==> config.mk <==
export PLATFORM = sky130hd
export DESIGN_NAME = instruction_fetch_unit_flat
export DESIGN_NICKNAME = d
export VERILOG_FILES = /design/src/rtl/instruction_fetch_unit_pkg.sv /design/src/rtl/instruction_fetch_unit_if.sv /design/src/rtl/instruction_fetch_unit.sv /design/src/flat_wrapper.sv
export SDC_FILE = /design/constraint.sdc
export NUM_CORES = 1
export LEC_CHECK = 0
export BUFFER_PORTS_ARGS = -buffer_cell sky130_fd_sc_hd__buf_2
export CORE_MARGIN = 3
export CORE_UTILIZATION = 55
export DETAILED_ROUTE_END_ITERATION = 10
export GPL_TIMING_DRIVEN = 0
export PLACE_DENSITY = 0.83
export SLEW_MARGIN = 20
export SYNTH_ARGS = -nofsm -noshare
export SYNTH_HDL_FRONTEND = slang
export SYNTH_SLANG_ARGS = --single-unit
==> constraint.sdc <==
create_clock -name clk -period 6.2 [get_ports clk]
set_clock_uncertainty 0.2 [all_clocks]
set_input_delay 1.24 -clock clk [delete_from_list [all_inputs] [get_ports clk]]
set_output_delay 1.24 -clock clk [all_outputs]
set_load 0.02 [all_outputs]
==> src/rtl/instruction_fetch_unit_pkg.sv <==
// rtl/instruction_fetch_unit_pkg.sv - shared RISC-V constants and fetch state encodings
package instruction_fetch_unit_pkg;

  // Base opcodes (inst[6:0])
  localparam logic [6:0] OPC_LOAD   = 7'b0000011;
  localparam logic [6:0] OPC_OP_IMM = 7'b0010011;
  localparam logic [6:0] OPC_AUIPC  = 7'b0010111;
  localparam logic [6:0] OPC_STORE  = 7'b0100011;
  localparam logic [6:0] OPC_OP     = 7'b0110011;
  localparam logic [6:0] OPC_LUI    = 7'b0110111;
  localparam logic [6:0] OPC_BRANCH = 7'b1100011;
  localparam logic [6:0] OPC_JALR   = 7'b1100111;
  localparam logic [6:0] OPC_JAL    = 7'b1101111;
  localparam logic [6:0] OPC_SYSTEM = 7'b1110011;

  // Bubble instruction: addi x0,x0,0
  localparam logic [31:0] NOP_INST = {12'h000, 5'd0, 3'b000, 5'd0, OPC_OP_IMM};

  // Fetch pipeline states
  typedef enum logic [1:0] {
    ST_REFILL = 2'd0,
    ST_RUN    = 2'd1,
    ST_STALL  = 2'd2
  } fetch_state_e;

  // Force a byte address onto a 32-bit instruction boundary
  function automatic logic [31:0] word_align(input logic [31:0] addr);
    logic [31:0] tmp;
    tmp = addr;
    tmp[1:0] = 2'b00;
    return tmp;
  endfunction

endpackage

==> src/rtl/instruction_fetch_unit_if.sv <==
// rtl/instruction_fetch_unit_if.sv - synchronous IMEM read bus
interface instruction_fetch_unit_if;
  logic [31:0] imem_addr;
  logic        imem_en;
  logic [31:0] imem_rdata;

  modport master (output imem_addr, output imem_en, input imem_rdata);
  modport slave  (input imem_addr, input imem_en, output imem_rdata);
endinterface

==> src/rtl/instruction_fetch_unit.sv <==
// rtl/instruction_fetch_unit.sv - single-issue fetch stage for a synchronous IMEM
module instruction_fetch_unit
  import instruction_fetch_unit_pkg::*;
#(
  parameter logic [31:0] RESET_PC = 32'h4000_0000,
  parameter logic [31:0] NOP_INST = instruction_fetch_unit_pkg::NOP_INST
) (
  input  logic                          clk,
  input  logic                          rst_n,
  input  logic                          stall,
  input  logic                          redirect,
  input  logic [31:0]                   redirect_pc,
  instruction_fetch_unit_if.master      imem,
  output logic [31:0]                   inst,
  output logic [31:0]                   inst_pc,
  output logic                          inst_valid,
  output logic [31:0]                   fetch_count
);

  fetch_state_e state_q, state_d;
  logic [31:0]  pc_q, pc_d;
  logic [31:0]  inflight_pc_q, inflight_pc_d;
  logic [31:0]  hold_inst_q, hold_inst_d;
  logic [31:0]  hold_pc_q, hold_pc_d;
  logic [31:0]  fetch_count_q, fetch_count_d;
  logic         fetch_en;

  // Output selection: bubble while refilling, live IMEM data while running, held copy while stalled
  always_comb begin
    inst       = NOP_INST;
    inst_pc    = 32'h0;
    inst_valid = 1'b0;
    fetch_en   = 1'b0;
    case (state_q)
      ST_REFILL: begin
        fetch_en = ~stall & ~redirect;
      end
      ST_RUN: begin
        inst       = imem.imem_rdata;
        inst_pc    = inflight_pc_q;
        inst_valid = 1'b1;
        fetch_en   = ~stall & ~redirect;
      end
      ST_STALL: begin
        inst       = hold_inst_q;
        inst_pc    = hold_pc_q;
        inst_valid = 1'b1;
        fetch_en   = ~stall & ~redirect;
      end
      default: begin
        fetch_en = 1'b0;
      end
    endcase
  end

  // The IMEM enable is gated by reset so the memory sees no reads while held in reset
  assign imem.imem_en   = fetch_en & rst_n;
  assign imem.imem_addr = pc_q;
  assign fetch_count    = fetch_count_q;

  // Next-state logic: redirect wins over stall, an enabled fetch always advances the PC
  always_comb begin
    state_d       = state_q;
    pc_d          = pc_q;
    inflight_pc_d = inflight_pc_q;
    hold_inst_d   = hold_inst_q;
    hold_pc_d     = hold_pc_q;
    fetch_count_d = fetch_count_q;

    if (redirect) begin
      pc_d    = word_align(redirect_pc);
      state_d = ST_REFILL;
    end else begin
      if (fetch_en) begin
        inflight_pc_d = pc_q;
        pc_d          = pc_q + 32'd4;
        state_d       = ST_RUN;
      end else if (state_q == ST_RUN) begin
        // Capture the instruction now: IMEM data is only valid for this one cycle
        hold_inst_d = imem.imem_rdata;
        hold_pc_d   = inflight_pc_q;
        state_d     = ST_STALL;
      end
      if (inst_valid && !stall) begin
        fetch_count_d = fetch_count_q + 32'd1;
      end
    end
  end

  // State registers; reset discards any in-flight or held instruction
  always_ff @(posedge clk or negedge rst_n) begin
    if (!rst_n) begin
      state_q       <= ST_REFILL;
      pc_q          <= word_align(RESET_PC);
      inflight_pc_q <= 32'h0;
      hold_inst_q   <= NOP_INST;
      hold_pc_q     <= 32'h0;
      fetch_count_q <= 32'h0;
    end else begin
      state_q       <= state_d;
      pc_q          <= pc_d;
      inflight_pc_q <= inflight_pc_d;
      hold_inst_q   <= hold_inst_d;
      hold_pc_q     <= hold_pc_d;
      fetch_count_q <= fetch_count_d;
    end
  end

endmodule

==> src/flat_wrapper.sv <==
// flat-port wrapper written by rule: the top's interface ports become plain ports
module instruction_fetch_unit_flat import instruction_fetch_unit_pkg::*;
#(
  parameter logic [31:0] RESET_PC = 32'h4000_0000,
  parameter logic [31:0] NOP_INST = instruction_fetch_unit_pkg::NOP_INST
)
  (clk, rst_n, stall, redirect, redirect_pc, inst, inst_pc, inst_valid, fetch_count, imem_imem_addr, imem_imem_en, imem_imem_rdata);
  instruction_fetch_unit_if imem_i ();
  input  logic clk;
  input  logic rst_n;
  input  logic stall;
  input  logic redirect;
  input  logic [31:0] redirect_pc;
  output logic [31:0] inst;
  output logic [31:0] inst_pc;
  output logic inst_valid;
  output logic [31:0] fetch_count;
  output wire logic [$bits(imem_i.imem_addr)-1:0] imem_imem_addr;
  output wire logic [$bits(imem_i.imem_en)-1:0] imem_imem_en;
  input wire logic [$bits(imem_i.imem_rdata)-1:0] imem_imem_rdata;
  assign imem_imem_addr = imem_i.imem_addr;
  assign imem_imem_en = imem_i.imem_en;
  assign imem_i.imem_rdata = imem_imem_rdata;
  instruction_fetch_unit #(.RESET_PC(RESET_PC), .NOP_INST(NOP_INST)) u_core (.clk(clk), .rst_n(rst_n), .stall(stall), .redirect(redirect), .redirect_pc(redirect_pc), .imem(imem_i), .inst(inst), .inst_pc(inst_pc), .inst_valid(inst_valid), .fetch_count(fetch_count));
endmodule
Yosys cells after proc, flatten, opt, wreduce, memory -nomap -nowiden:

Cells that the tools add are included.

* mux-type cells: 9
* $add $sub $neg: 2
* bitwise logic cells: 5
* shifts and indexed selects: 0
* reductions and logical operators: 10
* magnitude comparators: 0
* multipliers: 0
* equality and inequality tests: 2
* divide/modulo/power cells: 0

Operator list (count)
* 32-bit case mux with 2 select lines: 2
* 32-bit two-way mux: 2
* 32-bit by 1-bit adder with 32-bit output, second input constant: 1
* 32-bit by 3-bit adder with 32-bit output, second input constant: 1
* 2-bit two-way mux: 3
* 2-bit AND reduction: 2
* 1-bit inverter: 3
* 3-bit AND reduction: 1
* 3-bit nonzero test: 1
* 3-bit OR reduction: 1
* 1-bit bitwise AND: 2
* 2-bit by 1-bit equality test with 1-bit output, second input constant: 1
* 2-bit equality test, second input constant: 1
* 2-bit logical NOT: 1
* 1-bit two-way mux: 2
* 2-bit nonzero test: 1
* 2-bit OR reduction: 1
* 1-bit logical AND: 1
* 1-bit logical NOT: 1

* register bits: 162
* word-level logic and storage cells: 34
* memory bits (writable): 0
* memories kept: 0
* ROM bits: 0
* latch bits: 0

Longest topological paths before layout:

* word-level depth: 5
* mapped depth: 7

Worst setup path after synthesis:

Ideal clock, no wire load.

* path type: input to output
* start point: input redirect
* end point: output imem_imem_en
* data arrival time: 2434 ps
* stages on the path: 4
* slack: 2326 ps
* required time: 4760 ps
* cell sequence: buf_2 nor3_1 clkbuf_1 and2_1

* cells in the longest elaborated chain, start to end: 4

RTL lines
* start: declaration: RTL line flat_wrapper.sv:12 `input logic redirect;`
* 1-bit inverter (no source line)
* 1-bit bitwise AND: RTL line instruction_fetch_unit.sv:36, instruction_fetch_unit.sv:42, instruction_fetch_unit.sv:48
* 1-bit two-way mux
* 1-bit bitwise AND: RTL line instruction_fetch_unit.sv:57 `assign imem.imem_en = fetch_en & rst_n;`
* end: declaration: RTL line flat_wrapper.sv:19 `output wire logic [$bits(imem_i.imem_en)-1:0] imem_imem_en;`

No other way between the ends.

Final worst setup path:

Same ends and word-level chain as after synthesis.

==> qor.txt <==
post-synthesis sequential area ratio: 51.1%
Final Hold Vio Count: 0
final setup vio count: 0
GR Overflow Total: 0
RSZ-0062 raised after global routing: no
Port Buffer Count: 190
Syn-to-layout area delta: 25.2%
Setup CP Type: in -> out
Synth area leader: dfrtp_1
fillers: 1,013
vias in the first global route: 6,076
First DRT Iteration DRCs: 424
Antenna Diode Count: 0
internal power: 2.33 mW
GRT Overall Usage: 26.5%
Sequential Power Share: 43.6%
CTS-repair resized insts: 0
top cells by area, synth: dfrtp_1, mux2_2, a22oi_1
CTS hold repair buffers: 0
Sw Ratio: 26.5%
DR DRC count: 0
pwr dens: 331 nW/µm²
Placer Congestion: 0.891
setup bufs post-CTS: 0
share of Yosys cell area claimed by the top area cell type: 49.8%
number of flops mapped to enable cells by yosys: 0
largest net degree at the start of global routing: 85
CP Launch Type: primary input
maximum vdd drop: 0.227 mV
Synth Area per Inst: 11.0 µm²
Core Util, Final: 71.4%
period utilization: 70.7%
fraction of registers with async set/reset: 100%
Syn. warnings: 0
H-tree depth: 4
clock root cell: clkbuf_16
most frequent cells in the layout: buf_2, dfrtp_1, mux2_2
total CTS buffers: 17
setup tns final: 0 ns
DRT antenna net count: 0
Final nets: 984
final wirelength: 20,100 µm
fmax: 0.228 GHz
Placed Instances: 1,068
final instance area: 9570 µm²
status: completed
crit path DAT: 2.94 ns
IO Pins: 198
Hold Crit Class: reg -> reg
Worst-path clk slew: 0.06 ns
Starting Density: 57.0%
Yosys cell types: 52
Data required, critical path: 4.76 ns
Psw: 0.842 mW
Final HPWL DP: 14,100 µm
Sink Count: 156
vias post-DR: 6,407
Post-DP Area: 8860 µm²
initial antenna violation count: 0
first-pass GRT wire length: 31,300 µm
Tightest Pin Transition: 0.789 ns
Finished Layout Cells: 1,099
die width: 124 µm
Vias/cell: 5.83
Slew Limit Fails: 0
ys flop type: dfrtp_1
clock tree buffer depth: 2
insertion delay to the later sink of the worst-skew pair: 0.42 ns
share of cells above drive strength 1: 37.2%
Tmin final: 4.38 ns
commonest non-fill, non-tap cell in the layout: buf_2
Mapped Area: 7640 µm²
Mapped Cells: 698
Die ar.: 15,300 µm²
Row Count: 42
Pleak: 4.39 nW
CP max FO: 10
clock power share: 39.4%
CTS tree: done
Comb pwr share: 17.1%
Core Area: 13,400 µm²
max-capacitance violation count: 0
drt wl/cell: 18.3 µm
Die Height: 124 µm
relative slew slack: 46.9%
drt first pass iters: 5
FF+latch count, synth: 156
Crit. End Element: output port
## state kept, by name (all words and copies together), names as in the netlist
register / count
u_core.hold_pc_q: 30
u_core.hold_inst_q: 32
u_core.state_q: 2
u_core.inflight_pc_q: 30
u_core.fetch_count: 32
u_core.imem.imem_addr: 30
## path summary, 6_finish.rpt
kind	start	end	slack, ns	depth (start not counted)
setup / recovery	redirect	imem_imem_en	1.82	5
hold / removal	u_core.fetch_count[31]	u_core.fetch_count[31]	0.29	1
setup reg to reg	u_core.state_q[0]	u_core.hold_inst_q[15]	3.42	6
hold reg to reg	u_core.fetch_count[31]	u_core.fetch_count[31]	0.29	1
max in group asynchronous	rst_n	u_core.hold_inst_q[25]	4.43	2
min in group asynchronous	rst_n	u_core.imem.imem_addr[15]	0.58	1
## power by group through the flow
stage	registers [mW]	logic (mW)	clock network (mW)
detailed placement	1.39	0.541	0
global route	1.41	0.593	1.31
finish	1.38	0.542	1.25
floorplan	1.39	0.336	0
CTS	1.38	0.545	1.26
global placement	1.38	0.521	0
## synth_stat cells, drive strengths merged, types with 9 or more instances
library cell	number
o31ai	10
mux2	93
a31oi	12
dfrtp	152
or4	14
nand2	41
buf	10
clkbuf	40
nand3	21
nor3	10
nor4	9
nand4	28
nor2	77
xnor2	33
and3	9
o21ai	15
a22oi	60
## cells by family (layout without fill, tap and decap cells)
family	after synthesis	in the layout	share of synthesized area [%]
multiplexers	95	95	14.0
adder cells (fa/ha/maj)	5	5	0.818
XOR/XNOR	41	41	4.70
buffers and inverters	61	283	3.95
flip-flops	156	156	51.1
other	1	4	0.0491
AND/OR/NAND/NOR	230	230	15.1
AO/OA/AOI/OAI	109	109	10.2
## metal layers
metal  track usage (%)  vias to the layer above  part of all wire, %
li1                  -                     2968                    -
met4              9.34                        0                  2.2
met2              42.3                      273                   48
met1              36.2                     3122                   42
met3              5.27                       44                  7.6
met5                 0                        -                    0
## critical path, stage by stage
cell	delay, ns
buf_2	0.19
nor3_1	0.67
clkbuf_1	0.48
and2_1	0.19
buf_2	0.15
## per-stage QoR
stage | hold slack [ns] | total power [mW] | worst slack (ns)
3_5_place_dp | 0.285 | 1.94 | 1.82
5_1_grt | 0.303 | 3.31 | 1.70
6_report | 0.292 | 3.17 | 1.82
4_1_cts | 0.295 | 3.18 | 1.79
3_3_place_gp | 0.255 | 1.90 | 0.394
2_1_floorplan | 0.280 | 1.72 | 2.33
## area by class of cell
type	instances	area, µm²	share of cell area (%)
Buffer	52	254	2.65
Clock buffer	19	443	4.63
Clock inverter	12	267	2.78
Inverter	9	47.5	0.497
Sequential cell	156	3910	40.8
Multi-Input combinational cell	484	3440	36.0
Tap cell	176	220	2.30
Timing Repair Buffer	191	988	10.3
No activity file was read; power rests on OpenSTA's default activity.
